File: src/rtl/hc_nibble_subtractor_pkg.sv
// Shared types and helpers for the nibble-serial subtractor.
// Optional signed overflow output is enabled with HC_SUB_SIGNED_OVF_EN.
package hc_sub_pkg;

    localparam int NIBBLE_W = 4;

    typedef enum logic [1:0] {
        IDLE = 2'd0,
        RUN  = 2'd1,
        DONE = 2'd2
    } state_e;

    // Ceiling log2, never below 1 so a single-nibble build still has an index bit.
    function automatic int clog2(input int n);
        int r;
        r = 0;
        for (int i = 0; i < 8; i++) begin
            if ((1 << i) < n) r = i + 1;
        end
        return (r < 1) ? 1 : r;
    endfunction

endpackage

File: src/rtl/hc_nibble_subtractor_if.sv
// Start/done request bus of the nibble-serial subtractor.
// Overflow exists only when HC_SUB_SIGNED_OVF_EN is defined.
interface hc_nibble_subtractor_if #(
    parameter int NIBBLES = 4
);
    localparam int W = hc_sub_pkg::NIBBLE_W * NIBBLES;

    logic         Start;
    logic [W-1:0] Minuend;
    logic [W-1:0] Subtrahend;
    logic         Busy;
    logic         Done;
    logic [W-1:0] Difference;
    logic         Borrow;
    logic         Zero;
`ifdef HC_SUB_SIGNED_OVF_EN
    logic         Overflow;

    modport master (output Start, Minuend, Subtrahend,
                    input  Busy, Done, Difference, Borrow, Zero, Overflow);
    modport slave  (input  Start, Minuend, Subtrahend,
                    output Busy, Done, Difference, Borrow, Zero, Overflow);
`else
    modport master (output Start, Minuend, Subtrahend,
                    input  Busy, Done, Difference, Borrow, Zero);
    modport slave  (input  Start, Minuend, Subtrahend,
                    output Busy, Done, Difference, Borrow, Zero);
`endif

endinterface

File: src/rtl/hc_nibble_subtractor_addsub.sv
// One HC_283-style nibble slice: a + (b ^ {4{sub}}) + cin, purely combinational.
// No state, no handshake; result settles within the same cycle.
module hc_nibble_addsub
    import hc_sub_pkg::*;
(
    input  logic [NIBBLE_W-1:0] a,
    input  logic [NIBBLE_W-1:0] b,
    input  logic                cin,
    input  logic                sub,
    output logic [NIBBLE_W-1:0] s,
    output logic                cout
);

    logic [NIBBLE_W:0] sum;

    assign sum  = {1'b0, a} + {1'b0, b ^ {NIBBLE_W{sub}}} + {{NIBBLE_W{1'b0}}, cin};
    assign s    = sum[NIBBLE_W-1:0];
    assign cout = sum[NIBBLE_W];

endmodule

File: src/rtl/hc_nibble_subtractor.sv
// Nibble-serial A - B, LSB nibble first; Done pulses NIBBLES+1 cycles after the accepted Start.
// Start is honoured only in IDLE; HC_SUB_SIGNED_OVF_EN adds a two's-complement Overflow flag.
module hc_nibble_subtractor
    import hc_sub_pkg::*;
#(
    parameter int NIBBLES = 4
) (
    input  logic                 Clk,
    input  logic                 Rst,
    hc_nibble_subtractor_if.slave bus
);

    localparam int W     = NIBBLE_W * NIBBLES;
    localparam int IDX_W = clog2(NIBBLES);

    state_e             state;
    logic [W-1:0]       aShift;
    logic [W-1:0]       bShift;
    logic [W-1:0]       acc;
    logic [W-1:0]       accNext;
    logic               carry;
    logic [IDX_W-1:0]   idx;
    logic [NIBBLE_W-1:0] nibSum;
    logic               nibCout;
    logic               lastNib;
    logic [W-1:0]       diffReg;
    logic               borrowReg;
    logic               zeroReg;

    hc_nibble_addsub u_addsub (
        .a    (aShift[NIBBLE_W-1:0]),
        .b    (bShift[NIBBLE_W-1:0]),
        .cin  (carry),
        .sub  (1'b1),
        .s    (nibSum),
        .cout (nibCout)
    );

    assign lastNib = (idx == IDX_W'(NIBBLES - 1));

    // The final edge publishes the accumulator including the nibble being written now.
    always_comb begin
        accNext = acc;
        accNext[idx * NIBBLE_W +: NIBBLE_W] = nibSum;
    end

    always_ff @(posedge Clk) begin
        if (Rst) begin
            state     <= IDLE;
            aShift    <= '0;
            bShift    <= '0;
            acc       <= '0;
            carry     <= 1'b1;
            idx       <= '0;
            diffReg   <= '0;
            borrowReg <= 1'b0;
            zeroReg   <= 1'b0;
        end else begin
            case (state)
                IDLE: begin
                    if (bus.Start) begin
                        aShift <= bus.Minuend;
                        bShift <= bus.Subtrahend;
                        acc    <= '0;
                        carry  <= 1'b1;
                        idx    <= '0;
                        state  <= RUN;
                    end
                end
                RUN: begin
                    aShift <= aShift >> NIBBLE_W;
                    bShift <= bShift >> NIBBLE_W;
                    acc    <= accNext;
                    carry  <= nibCout;
                    idx    <= idx + 1'b1;
                    if (lastNib) begin
                        diffReg   <= accNext;
                        borrowReg <= ~nibCout;
                        zeroReg   <= (accNext == '0);
                        state     <= DONE;
                    end
                end
                DONE:    state <= IDLE;
                default: state <= IDLE;
            endcase
        end
    end

    assign bus.Busy       = (state != IDLE);
    assign bus.Done       = (state == DONE);
    assign bus.Difference = diffReg;
    assign bus.Borrow     = borrowReg;
    assign bus.Zero       = zeroReg;

`ifdef HC_SUB_SIGNED_OVF_EN
    // Operand signs are kept aside because the shift registers lose the top bits.
    logic aSign;
    logic bSign;
    logic ovfReg;

    always_ff @(posedge Clk) begin
        if (Rst) begin
            aSign  <= 1'b0;
            bSign  <= 1'b0;
            ovfReg <= 1'b0;
        end else begin
            if (state == IDLE && bus.Start) begin
                aSign <= bus.Minuend[W-1];
                bSign <= bus.Subtrahend[W-1];
            end
            if (state == RUN && lastNib) begin
                ovfReg <= (aSign != bSign) && (accNext[W-1] != aSign);
            end
        end
    end

    assign bus.Overflow = ovfReg;
`endif

endmodule

File: src/flat_wrapper.sv
// flat-port wrapper written by rule: the top's interface ports become plain ports
module hc_nibble_subtractor_flat import hc_sub_pkg::*;
#(
    parameter int NIBBLES = 4
)
  (Clk, Rst, bus_Start, bus_Minuend, bus_Subtrahend, bus_Busy, bus_Done, bus_Difference, bus_Borrow, bus_Zero);
  hc_nibble_subtractor_if #(.NIBBLES(NIBBLES)) bus_i ();
  input  logic Clk;
  input  logic Rst;
  input wire logic [$bits(bus_i.Start)-1:0] bus_Start;
  input wire logic [$bits(bus_i.Minuend)-1:0] bus_Minuend;
  input wire logic [$bits(bus_i.Subtrahend)-1:0] bus_Subtrahend;
  output wire logic [$bits(bus_i.Busy)-1:0] bus_Busy;
  output wire logic [$bits(bus_i.Done)-1:0] bus_Done;
  output wire logic [$bits(bus_i.Difference)-1:0] bus_Difference;
  output wire logic [$bits(bus_i.Borrow)-1:0] bus_Borrow;
  output wire logic [$bits(bus_i.Zero)-1:0] bus_Zero;
  assign bus_i.Start = bus_Start;
  assign bus_i.Minuend = bus_Minuend;
  assign bus_i.Subtrahend = bus_Subtrahend;
  assign bus_Busy = bus_i.Busy;
  assign bus_Done = bus_i.Done;
  assign bus_Difference = bus_i.Difference;
  assign bus_Borrow = bus_i.Borrow;
  assign bus_Zero = bus_i.Zero;
  hc_nibble_subtractor #(.NIBBLES(NIBBLES)) u_core (.Clk(Clk), .Rst(Rst), .bus(bus_i));
endmodule
File: config.mk
export PLATFORM = sky130hd
export DESIGN_NAME = hc_nibble_subtractor_flat
export DESIGN_NICKNAME = d
export VERILOG_FILES = /design/src/rtl/hc_nibble_subtractor_pkg.sv /design/src/rtl/hc_nibble_subtractor_if.sv /design/src/rtl/hc_nibble_subtractor_addsub.sv /design/src/rtl/hc_nibble_subtractor.sv /design/src/flat_wrapper.sv
export SDC_FILE = /design/constraint.sdc
export NUM_CORES = 1
export LEC_CHECK = 0
export BUFFER_PORTS_ARGS = -buffer_cell sky130_fd_sc_hd__buf_4
export CAP_MARGIN = 20
export CORE_MARGIN = 3
export CORE_UTILIZATION = 56
export CTS_CLUSTER_SIZE = 8
export DETAILED_ROUTE_END_ITERATION = 7
export PLACE_DENSITY_LB_ADDON = 0.15
export SLEW_MARGIN = 20
export SYNTH_ARGS = -nofsm -noshare
export SYNTH_HDL_FRONTEND = slang
export SYNTH_SLANG_ARGS = --single-unit
File: constraint.sdc
create_clock -name Clk -period 7.46 [get_ports Clk]
set_clock_uncertainty 0.2 [all_clocks]
set_input_delay 0.373 -clock Clk [delete_from_list [all_inputs] [get_ports Clk]]
set_output_delay 0.373 -clock Clk [all_outputs]
set_load 0.05 [all_outputs]
---- After elaboration in Yosys (flattened, before gate mapping) ----
Index checks and enable logic that the tools add are counted.
word-level totals
  register bits after elaboration ......... 71
  bits of input ports ..................... 35
  output and inout port bits .............. 20
  word-level logic and storage cells ...... 43
cells by class
  $add $sub $neg .......................... 4
  equal/unequal tests ..................... 5
  shifts and indexed selects .............. 2
  multiplexer cells ....................... 14
  bitwise logic cells ..................... 2
  reductions and logical operators ........ 7
operators with widths
  kind                                                                      number
  16-bit case mux with 2 select lines                                       3
  16-bit 2-to-1 mux                                                         3
  4-bit negator with 34-bit output                                          1
  4-bit by 34-bit variable shift with 16-bit output (first input constant)  1
  4-bit by 34-bit variable part select with 16-bit output                   1
  16-bit bitwise mux                                                        1
  16-bit logical NOT                                                        1
  2-bit case mux with 2 select lines                                        2
  2-bit 2-to-1 mux                                                          3
  2-bit AND reduction                                                       3
  4-bit by 4-bit adder with 5-bit output                                    1
  5-bit by 1-bit adder with 5-bit output                                    1
  2-bit == test (second input constant)                                     2
  4-bit inverter                                                            1
  2-bit nonzero test                                                        2
  2-bit by 1-bit adder with 2-bit output (second input constant)            1
  2-bit by 1-bit == test with 1-bit output (second input constant)          1
  2-bit logical NOT                                                         1
  2-bit by 1-bit != test with 1-bit output (second input constant)          1
  2-bit != test (second input constant)                                     1
  1-bit case mux with 2 select lines                                        1
  1-bit 2-to-1 mux                                                          1
  1-bit inverter                                                            1

---- Longest topological paths before layout ----
  depth after elaboration ................. 6
  depth in mapped cells ................... 9
  gate-level depth less buffers ........... 9

---- By module ----
A second synthesis with hierarchy kept.
unflattened totals
  cells, all modules ...................... 411
  area, all modules ....................... 3,494.6 µm²
by module, submodules not included
  module                times used  cells an instance  area an instance (µm²)  seq. area each (µm²)
  hc_nibble_subtractor  1           392                3,319.4                 1,421.4
  hc_nibble_addsub      1           19                 175.2                   0.0

---- Worst setup path after synthesis ----
No wires, ideal clock.
  path kind ............................... flip-flop to flip-flop
  start point ............................. register u_core.carry
  end point ............................... register u_core.zeroReg (netlist: u_core.bus.Zero)
  arrival ................................. 2.390 ns
  data required time ...................... 7.176 ns
  path slack .............................. 4.786 ns
  cell stages (with the launch flop) ...... 10
  buffers on the path ..................... 0
  cell sequence ........................... dfxtp_1 inv_1 fa_1 inv_1 fa_1 nor2b_1 a41oi_1 nand4_1 a2111o_1 o31ai_2
on the way
  longest elaborated chain between the ends .. 4
RTL lines
  element                                                  RTL line                           text
  start, declared                                          hc_nibble_subtractor.sv:21         logic carry;
  start signal, assigned                                   hc_nibble_subtractor.sv:74         carry <= nibCout;
  5-bit by 1-bit adder with 5-bit output                   hc_nibble_subtractor_addsub.sv:16  assign sum = {1'b0, a} + {1'b0, b ^ {NIBBLE_W{sub}}} + {{NIBBLE_W{1'b0}}, cin};
  4-bit by 34-bit variable part select with 16-bit output  hc_nibble_subtractor.sv:44         accNext[idx * NIBBLE_W +: NIBBLE_W] = nibSum;
  16-bit bitwise mux                                       hc_nibble_subtractor.sv:44
  16-bit logical NOT                                       hc_nibble_subtractor.sv:79         zeroReg <= (accNext == '0);
  end signal, assigned                                     hc_nibble_subtractor.sv:79
  end, declared                                            hc_nibble_subtractor.sv:28         logic zeroReg;
Every way passes these cells.
A chain may end at the register's enable or synchronous reset.

---- Worst setup path in the final report ----
Ends and elaborated chain as after synthesis.

==> out/qor.txt <==
drt via density -> 5.71
post-route setup TNS -> 0 ns
Die W -> 84.9 um
worst endpoint required time -> 7.52 ns
final worst path period share -> 38.9%
Worst Setup SP -> u_core.carry
top_reg_cell synth -> dfxtp_1
Synth top cells by count -> nor2_1 (133), dfxtp_1 (71), a21oi_1 (44)
Synth Area in Adders -> 4.38%
clk root buf -> clkbuf_8
post-CTS sizing -> 0
final instance area -> 4060 um^2
# Max-Cap Violations -> 0
minimum clock period after layout -> 2.90 ns
CTS tree -> built
final net count -> 534
largest net degree at the start of global routing -> 73
H-Tree Depth -> 3
Post-Synth XOR/XNOR Area -> 0.503%
R2R depth -> 9
maximum vdd drop -> 0.000129 V
RR Endpoint -> u_core.bus.Zero
port bufs -> 54
Critical Path AT -> 2.96 ns
ant diodes -> 0
initial antenna violation count -> 0
DRT Pass-1 Iters -> 5
Synth Area in Simple Gates -> 29.3%
maximum fanout along the worst path -> 3
total CTS buffers -> 9
combinational family with the most area after synthesis -> simple AND/OR/NAND/NOR gates
mux cell area share after synthesis -> 0.287%
GRT Residual Overflow -> 0
Hold-fix buffers, CTS -> 0
status -> complete, no violations
Mapped Nets -> 500
Slew HR -> 38.5%
Area Growth Syn to Fin -> 16.5%
number of flops mapped to enable cells by yosys -> 0
# IOs -> 55
Final Hold Fails -> 0
synth top area cells -> dfxtp_1 (41%), nor2_1 (14%), nor2b_1 (7.4%)
number of global-route vias before repair -> 2937
# rows -> 28
Synth top area share -> 40.8%
post-CTS setup repair buffer count -> 0
die height -> 84.9 um
P per Cell Area -> 212 nW/um^2
FF-to-FF setup slack -> 4.56 ns
Initial Utilization -> 58.2%
Worst Path Class, Setup -> reg -> reg
CP startpoint kind -> register
worst min path class -> in -> reg
synthesized area per cell -> 7.68 um^2
Worst R2R Start -> u_core.carry
total core area -> 5990 um^2
placed inst area -> 3860 um^2
worst slew pin tran -> 0.923 ns
clock sink count -> 71
flops & latches, synth -> 71
Cells after Synth -> 454
async set or reset register ratio after synthesis -> 0%
hpwl dp -> 5450 um
Synth Cell Area -> 3490 um^2
Max Transition Viols Final -> 0
Starting DRT DRC Count -> 227
GRT Total Usage -> 23.3%
Cell variety after synth -> 44
share of post-route cells with drive strength above 1 -> 16.0%
post-route ant nets -> 0
WL final -> 8140 um
Leak -> 0.00173 uW
average wire per standard cell -> 14.3 um
post-synthesis compound-gate area fraction -> 19.2%
DRC -> 0
first-pass GRT wire length -> 13800 um
Die Area -> 7210 um^2
Critical Path End Type -> register
yosys warns -> 0
crit path to -> u_core.bus.Zero
Fmax achieved -> 345 MHz
Final Setup Violations -> 0
count leader, synth -> nor2_1
gpl congestion -> 0.886
clk_lat worst skew -> 0.34 ns
register area share after synthesis -> 40.8%
RSZ-0062 raised after global routing -> false
clock slew at reported path FFs -> 0.08 ns
CTS Buffer Depth -> 2
Synth area leader -> dfxtp_1
vias -> 3246
==> per-layer routing <==
metal	vias to the layer above	share of wire, %	GRT usage [%]
met3	18	6.4	4.47
li1	1611	-	-
met1	1495	49	34.8
met2	122	43	33.2
met5	-	0	0
met4	0	1.8	9.06
==> placed cells by master (no fill, tap or decap), drive strengths merged, types with 2 or more instances in the layout <==
| cell type | instances |
|---|---|
| a211oi | 18 |
| a21o | 2 |
| a21oi | 44 |
| a22oi | 10 |
| a31oi | 7 |
| a32oi | 3 |
| a41oi | 2 |
| and2b | 2 |
| buf | 57 |
| clkbuf | 10 |
| clkinv | 3 |
| clkinvlp | 2 |
| dfxtp | 71 |
| fa | 2 |
| ha | 9 |
| inv | 13 |
| nand2 | 5 |
| nand4 | 2 |
| nor2 | 133 |
| nor2b | 41 |
| nor3 | 27 |
| nor4bb | 2 |
| o21ai | 8 |
| or2 | 2 |
==> worst min path at each step <==
| stage | from | to | slack, ns | cells after the start |
|---|---|---|---|---|
| after floorplan | u_core.bShift[2] | u_core.bShift[2] | 0.24 | 2 |
| after global placement | u_core.acc[8] | u_core.acc[8] | 0.26 | 2 |
| after detailed placement | u_core.acc[13] | u_core.acc[13] | 0.27 | 2 |
| after CTS | bus_Subtrahend[14] | u_core.bShift[14] | 0.06 | 3 |
| after global routing | bus_Minuend[15] | u_core.aShift[15] | 0.08 | 3 |
| final | bus_Subtrahend[14] | u_core.bShift[14] | 0.07 | 3 |
==> power by group <==
part	switching, uW	leakage [uW]	internal (uW)
sequential	10.3	0.000580	396
clock	143	0.0000981	162
combinational	88.7	0.00105	60.1
total	242	0.00173	618
==> logic make-up (layout without fill, tap and decap cells) <==
group | after synthesis | after routing
simple gates | 220 | 220
buf+inv | 47 | 86
compound gates | 102 | 102
mux | 1 | 1
xor+xnor | 2 | 2
fa+ha+maj | 11 | 11
flops | 71 | 71
==> registers in the layout (all words and copies together) (netlist names), 2 cells and up <==
| signal | cells |
|---|---|
| u_core.aShift | 16 |
| u_core.acc | 16 |
| u_core.bShift | 16 |
| u_core.bus.Difference | 16 |
| u_core.idx | 2 |
| u_core.state | 2 |
==> area by class of cell <==
| cell class | count | area [um^2] |
|---|---|---|
| clock buffer | 10 | 138 |
| clock inverter | 6 | 60.1 |
| fill | 494 | 1930 |
| inverter | 13 | 48.8 |
| multi-input combinational | 336 | 1870 |
| sequential | 71 | 1420 |
| tap | 75 | 93.8 |
| timing repair buffer | 57 | 428 |
==> worst max-delay path, cell delays in order, from the launching register on <==
cell	delay, ns
dfxtp_1	0.33
inv_1	0.06
fa_1	0.40
inv_1	0.09
fa_1	0.46
nor2b_1	0.19
a41oi_1	0.35
nand4_1	0.13
a2111o_1	0.37
o31ai_2	0.23
==> metrics by stage <==
stage	util [%]	setup slack [ns]	power [uW]	std cells	hold WS, ns
after floorplan	-	4.79	522	454	0.243
after global placement	64.5	4.66	559	552	0.263
after detailed placement	64.5	4.58	561	552	0.269
after CTS	67.8	4.56	864	568	0.0582
after global routing	67.8	4.37	900	568	0.0755
final	67.8	4.56	860	568	0.0704
No activity file was read; power rests on OpenSTA's default activity.
